**src/rtl/edabk_uart_pkg.sv**
```systemverilog
// Shared types and constants for the edabk UART transmitter.
// Optional parity support is enabled by defining UART_PARITY_EN.
package edabk_uart_pkg;

   localparam int unsigned DEFAULT_DATA_WIDTH = 8;

   // Indexed by the 3-bit baudrate select input.
   localparam int unsigned BAUD_TABLE [8] = '{1200, 2400, 4800, 9600, 19200, 38400, 57600, 115200};

   typedef enum logic [2:0] {
      ST_IDLE,
      ST_START,
      ST_DATA,
`ifdef UART_PARITY_EN
      ST_PARITY,
`endif
      ST_STOP
   } tx_state_t;

endpackage

```
**src/rtl/uart_tx_fifo.sv**
```systemverilog
// First-word-fall-through FIFO feeding the UART transmitter; the head word
// is presented combinationally, empty/full are registered from the occupancy.
module uart_tx_fifo #(
   parameter int unsigned DATA_WIDTH = 8,
   parameter int unsigned DEPTH      = 16
) (
   input  logic                  clk,
   input  logic                  reset_n,
   input  logic                  write,
   input  logic                  pop,
   input  logic                  flush,
   input  logic [DATA_WIDTH-1:0] write_data,
   output logic [DATA_WIDTH-1:0] head,
   output logic                  empty,
   output logic                  full
);

   localparam int unsigned AW = $clog2(DEPTH);

   logic [DATA_WIDTH-1:0] mem [DEPTH];
   logic [AW-1:0]         wr_ptr_reg;
   logic [AW-1:0]         rd_ptr_reg;
   logic [AW:0]           count_reg;
   logic [AW:0]           count_next;
   logic                  empty_reg;
   logic                  full_reg;
   logic                  do_write;
   logic                  do_pop;

   // A full FIFO refuses writes even when a pop frees a slot this cycle.
   assign do_write = write && !full_reg;
   assign do_pop   = pop && !empty_reg;

   always_comb begin
      count_next = count_reg;
      case ({do_write, do_pop})
         2'b10:   count_next = count_reg + (AW+1)'(1);
         2'b01:   count_next = count_reg - (AW+1)'(1);
         default: count_next = count_reg;
      endcase
   end

   always_ff @(posedge clk or negedge reset_n) begin
      if (!reset_n) begin
         wr_ptr_reg <= '0;
         rd_ptr_reg <= '0;
         count_reg  <= '0;
         empty_reg  <= 1'b1;
         full_reg   <= 1'b0;
      end else if (flush) begin
         wr_ptr_reg <= '0;
         rd_ptr_reg <= '0;
         count_reg  <= '0;
         empty_reg  <= 1'b1;
         full_reg   <= 1'b0;
      end else begin
         if (do_write) wr_ptr_reg <= wr_ptr_reg + AW'(1);
         if (do_pop)   rd_ptr_reg <= rd_ptr_reg + AW'(1);
         count_reg <= count_next;
         empty_reg <= (count_next == '0);
         full_reg  <= (count_next == (AW+1)'(DEPTH));
      end
   end

   always_ff @(posedge clk) begin
      if (do_write && !flush) mem[wr_ptr_reg] <= write_data;
   end

   assign head  = mem[rd_ptr_reg];
   assign empty = empty_reg;
   assign full  = full_reg;

endmodule

```
**src/rtl/edabk_uart_tx.sv**
```systemverilog
// UART transmitter: baud tick generator, FIFO and frame FSM.
// Define UART_PARITY_EN to honour the parity input (even parity bit per frame).
module edabk_uart_tx
   import edabk_uart_pkg::*;
#(
   parameter int unsigned DATA_WIDTH  = DEFAULT_DATA_WIDTH,
   parameter int unsigned FIFO_DEPTH  = 16,
   parameter int unsigned CLK_FREQ_HZ = 100_000_000
) (
   input  logic                  clk,
   input  logic                  reset_n,
   input  logic [2:0]            baudrate,
   input  logic                  start,
   input  logic                  parity,
   input  logic                  write,
   input  logic                  flush,
   input  logic [DATA_WIDTH-1:0] write_data,
   output logic                  tx_out,
   output logic                  finish,
   output logic                  busy,
   output logic                  empty,
   output logic                  full,
   output logic                  bclk
);

   localparam int unsigned BIT_W = (DATA_WIDTH > 1) ? $clog2(DATA_WIDTH) : 1;

   logic [31:0]           div_table [8];
   logic [31:0]           div_m1;
   logic [31:0]           baud_cnt_reg;
   logic [2:0]            baud_sel_reg;
   tx_state_t             state_reg, state_next;
   logic [BIT_W-1:0]      bit_cnt_reg, bit_cnt_next;
   logic [DATA_WIDTH-1:0] data_reg, data_next;
   logic [DATA_WIDTH-1:0] fifo_head;
   logic                  fifo_pop;

   genvar gi;
   generate
      for (gi = 0; gi < 8; gi++) begin : g_div
         assign div_table[gi] = 32'(CLK_FREQ_HZ / BAUD_TABLE[gi]);
      end
   endgenerate

   assign div_m1 = div_table[baudrate] - 32'd1;
   // The tick is suppressed on the cycle a new rate is seen; the counter restarts next.
   assign bclk   = (baud_cnt_reg == div_m1) && (baudrate == baud_sel_reg);

   always_ff @(posedge clk or negedge reset_n) begin
      if (!reset_n) begin
         baud_cnt_reg <= '0;
         baud_sel_reg <= '0;
      end else begin
         baud_sel_reg <= baudrate;
         if (baudrate != baud_sel_reg || bclk) baud_cnt_reg <= '0;
         else                                  baud_cnt_reg <= baud_cnt_reg + 32'd1;
      end
   end

   uart_tx_fifo #(
      .DATA_WIDTH (DATA_WIDTH),
      .DEPTH      (FIFO_DEPTH)
   ) u_fifo (
      .clk        (clk),
      .reset_n    (reset_n),
      .write      (write),
      .pop        (fifo_pop),
      .flush      (flush),
      .write_data (write_data),
      .head       (fifo_head),
      .empty      (empty),
      .full       (full)
   );

`ifdef UART_PARITY_EN
   logic par_en_reg, par_en_next;
`else
   logic unused_parity;
   assign unused_parity = parity;
`endif

   always_ff @(posedge clk or negedge reset_n) begin
      if (!reset_n) begin
         state_reg   <= ST_IDLE;
         bit_cnt_reg <= '0;
         data_reg    <= '0;
`ifdef UART_PARITY_EN
         par_en_reg  <= 1'b0;
`endif
      end else begin
         state_reg   <= state_next;
         bit_cnt_reg <= bit_cnt_next;
         data_reg    <= data_next;
`ifdef UART_PARITY_EN
         par_en_reg  <= par_en_next;
`endif
      end
   end

   always_comb begin
      state_next   = state_reg;
      bit_cnt_next = bit_cnt_reg;
      data_next    = data_reg;
`ifdef UART_PARITY_EN
      par_en_next  = par_en_reg;
`endif
      fifo_pop     = 1'b0;
      finish       = 1'b0;
      tx_out       = 1'b1;
      busy         = (state_reg != ST_IDLE);
      case (state_reg)
         ST_IDLE: begin
            if (bclk && start && !empty) begin
               data_next  = fifo_head;
               fifo_pop   = 1'b1;
               state_next = ST_START;
`ifdef UART_PARITY_EN
               par_en_next = parity;
`endif
            end
         end
         ST_START: begin
            tx_out = 1'b0;
            if (bclk) begin
               state_next   = ST_DATA;
               bit_cnt_next = '0;
            end
         end
         ST_DATA: begin
            tx_out = data_reg[bit_cnt_reg];
            if (bclk) begin
               if (bit_cnt_reg == BIT_W'(DATA_WIDTH - 1)) begin
`ifdef UART_PARITY_EN
                  state_next = par_en_reg ? ST_PARITY : ST_STOP;
`else
                  state_next = ST_STOP;
`endif
               end else begin
                  bit_cnt_next = bit_cnt_reg + BIT_W'(1);
               end
            end
         end
`ifdef UART_PARITY_EN
         ST_PARITY: begin
            tx_out = ^data_reg;
            if (bclk) state_next = ST_STOP;
         end
`endif
         ST_STOP: begin
            tx_out = 1'b1;
            if (bclk) begin
               finish     = 1'b1;
               state_next = ST_IDLE;
            end
         end
         default: state_next = ST_IDLE;
      endcase
   end

endmodule

```
**config.mk**
```make
export PLATFORM = sky130hd
export DESIGN_NAME = edabk_uart_tx
export DESIGN_NICKNAME = d
export VERILOG_FILES = /design/src/rtl/edabk_uart_pkg.sv /design/src/rtl/uart_tx_fifo.sv /design/src/rtl/edabk_uart_tx.sv
export SDC_FILE = /design/constraint.sdc
export NUM_CORES = 1
export LEC_CHECK = 0
export BUFFER_PORTS_ARGS = -buffer_cell sky130_fd_sc_hd__buf_2
export CAP_MARGIN = 20
export CORE_UTILIZATION = 35
export CTS_CLUSTER_SIZE = 28
export DETAILED_ROUTE_END_ITERATION = 10
export PLACE_DENSITY = 0.55
export SYNTH_ARGS = -nofsm -noshare
export SYNTH_HDL_FRONTEND = slang
export SYNTH_SLANG_ARGS = --single-unit
```
**constraint.sdc**
```tcl
create_clock -name clk -period 5.2 [get_ports clk]
set_input_delay 0.52 -clock clk [delete_from_list [all_inputs] [get_ports clk]]
set_output_delay 0.52 -clock clk [all_outputs]
set_load 0.02 [all_outputs]
```
==> results.py <==
metrics = {
    "worst_setup_path": {
        "ff2ff_path_depth": 15,
        "path_class": "in -> reg",
        "cp_max_fo": 17,
        "crit_path_start_kind": "input pin",
        "arrival_ps": 4870,
        "end_kind": "register",
        "startpoint": "baudrate[0]",
        "r2r_start": "baud_cnt_reg[23]$_DFF_PN0_",
        "cp.required_ps": 5570,
    },
    "clock_network": {
        "clockRootBuffer": "clkbuf_16",
        "postCtsHoldBufs": 0,
        "cts_tree": "done",
        "cts.clk_slew.worst_paths_ps": 90,
        "clock_sinks": 191,
        "cts_made_buffers": 17,
        "postCtsResizedCells": 0,
        "htree_levels": 4,
        "clock_path_buffers": 2,
        "clock_latency_ps": 440,
        "cts_setup_buffers": 0,
    },
    "run_status": {
        "outcome": "finished clean",
    },
    "global_route": {
        "track_usage_pct": 14.9,
        "antenna_found_initial": 0,
        "grt_pass1_wl_um": 29100,
        "grt_pass1_vias": 5133,
        "grt_overflow": 0,
        "grt_max_degree": 64,
    },
    "layout": {
        "multi_input_area_um2": 3200,
        "ff_latch_area_um2": 5420,
        "fillers": 2234,
        "fin_nets": 691,
        "drive_above_1_share_pct": 17.5,
        "most-common-layout-cells": "edfxtp_1 (128), nor2_1 (74), dfrtp_1 (60)",
        "fin_util_pct": 40.5,
        "num_antenna_cells": 0,
        "largest_reg_flops": 128,
        "final_common_cell": "edfxtp_1",
        "syn2layout_area_growth_pct": 12.8,
    },
    "yosys": {
        "synth_cell_types": 60,
        "yosys_warnings": 0,
        "syn_inst": 630,
        "synthArstFlopShare_pct": 33.0,
        "synth_nets": 671,
        "syn_avg_cell_area_um2": 13.9,
        "yosysSeqAreaShare_pct": 61.7,
        "synth_area_um2": 8790,
        "ys_ff_latch": 191,
        "synth_edf_count": 128,
        "synthFlopType": "edfxtp_1",
    },
    "power_and_ir_drop": {
        "p_per_area_nw_per_um2": 333,
        "leakagePower_nw": 3.56,
        "irDropWorstVdd_uv": 220,
    },
    "floorplanning": {
        "die_h_um": 160,
        "die_area_um2": 25700,
        "start_util_pct": 35.9,
        "die_x_um": 160,
        "core_um2": 24500,
        "num_io_pins": 23,
        "core.rowCount": 57,
    },
    "timing": {
        "hold_viol": 0,
        "worstMarginPinSlew_ps": 997,
        "rsz0062_at_grt": "no",
        "worst_slack_ps": 706,
        "finalCriticalPeriod_ps": 4490,
        "tns_ps": 0,
        "setup_viol": 0,
        "fmax_mhz": 223,
        "drv_slew": 0,
        "clock_skew_ps": 14.7,
        "min_period_over_period_pct": 86.4,
        "slew_headroom_pct": 33.3,
    },
    "run": {
        "drv_cap": 0,
    },
    "placed_design": {
        "dp_hpwl_um": 11800,
        "port_buffers": 21,
        "finalWeightedCongestion": 0.799,
        "pre_cts_slack_ps": 283,
    },
    "detailed_routing": {
        "vias_per_cell": 5.11,
        "routed_wl_um": 18000,
        "wire_per_inst_um": 18.2,
        "drc": 0,
        "drtAntennaViolNets": 0,
        "vias": 5046,
        "drt-initial-drc-count": 422,
        "drt_first_pass_iters": 5,
    },
    "hold_path": {
        "min_path_type": "in -> async",
    },
}
## Yosys cell counts (4+ instances only)
library cell	instances	share of area, %
mux2_2	6	0.77
clkbuf_1	23	0.98
nor3_1	8	0.46
xnor2_1	24	2.4
nand2_1	41	1.8
edfxtp_1	128	44
a21o_1	7	0.60
xor2_1	32	3.2
and3_1	8	0.57
nand2b_1	6	0.43
nand3_1	17	0.97
nor4_1	6	0.43
o21ai_0	14	0.80
mux2i_1	15	1.7
mux4_2	34	8.7
a21oi_1	12	0.68
ha_1	23	3.3
nor2b_1	6	0.43
nor2_1	74	3.2
a222oi_1	4	0.46
inv_1	14	0.60
buf_2	4	0.23
nand4_1	6	0.43
dfrtp_1	62	18
## path summary, 6_finish.rpt
| kind | slack, ps | to |
|---|---|---|
| setup / recovery | 710 | u_fifo.full$_DFF_PN0_ |
| min in group clk | 320 | baud_sel_reg[1]$_DFF_PN0_ |
| max in group asynchronous | 4350 | u_fifo.rd_ptr_reg[1]$_DFFE_PN0P_ |
| setup reg to reg | 1170 | u_fifo.full$_DFF_PN0_ |
| hold / removal | 240 | baud_cnt_reg[13]$_DFF_PN0_ |
| hold reg to reg | 490 | data_reg[5]$_DFFE_PN0N_ |
## stage by stage
| step | area (um2) | cells | total power [mW] | hold WS [ps] |
|---|---|---|---|---|
| 5_1_grt | 9910 | 987 | 3.42 | 307 |
| 4_1_cts | 9910 | 987 | 3.34 | 277 |
| 3_3_place_gp | 9270 | 955 | 1.93 | 472 |
| 3_5_place_dp | 9270 | 955 | 1.94 | 480 |
| 2_1_floorplan | 8790 | 630 | 1.86 | 224 |
| 6_report | 9910 | 987 | 3.30 | 241 |
## area by class of cell
type	instances	share of cell area (%)
inverters	16	0.606
well taps	324	4.09
clock buffers	17	4.29
flip-flops and latches	191	54.7
clock inverters	15	2.21
multi-input cells	393	32.2
repair buffers	31	1.82
## metal layers
layer  track usage (%)  wire length (um)
met5                 0                 0
met4              4.29               155
met3              3.15               520
met2              23.8              8550
met1              20.6              8770
## report_power, final
| group | leakage, nW | total [mW] | switching (mW) | internal (mW) |
|---|---|---|---|---|
| registers | 2.01 | 1.66 | 0.0195 | 1.65 |
| logic | 1.23 | 0.244 | 0.148 | 0.0961 |
| clock network | 0.309 | 1.39 | 0.710 | 0.681 |
| total | 3.56 | 3.30 | 0.877 | 2.42 |
## cell families after synthesis
logic type / Yosys count / share of synthesized area (%)
simple gates: 194 / 10.7
flops: 191 / 61.7
compound gates: 63 / 4.93
xor+xnor: 57 / 5.84
mux: 55 / 11.2
buf+inv: 46 / 2.11
fa+ha+maj: 24 / 3.50
## critical path, stage by stage
cell     delay (ps)
buf_2           280
inv_1           190
ha_1            350
or4b_2          610
o21ai_0         100
and3_1          230
xnor2_1         160
nand3_1         100
nor3_1          270
and3_1          290
ha_1            310
ha_1            310
a21o_1          180
a21oi_1         170
xor2_1          110
or3_1           310
a21oi_1         210
and2_1          150
Power figures use the tool's default switching activity.
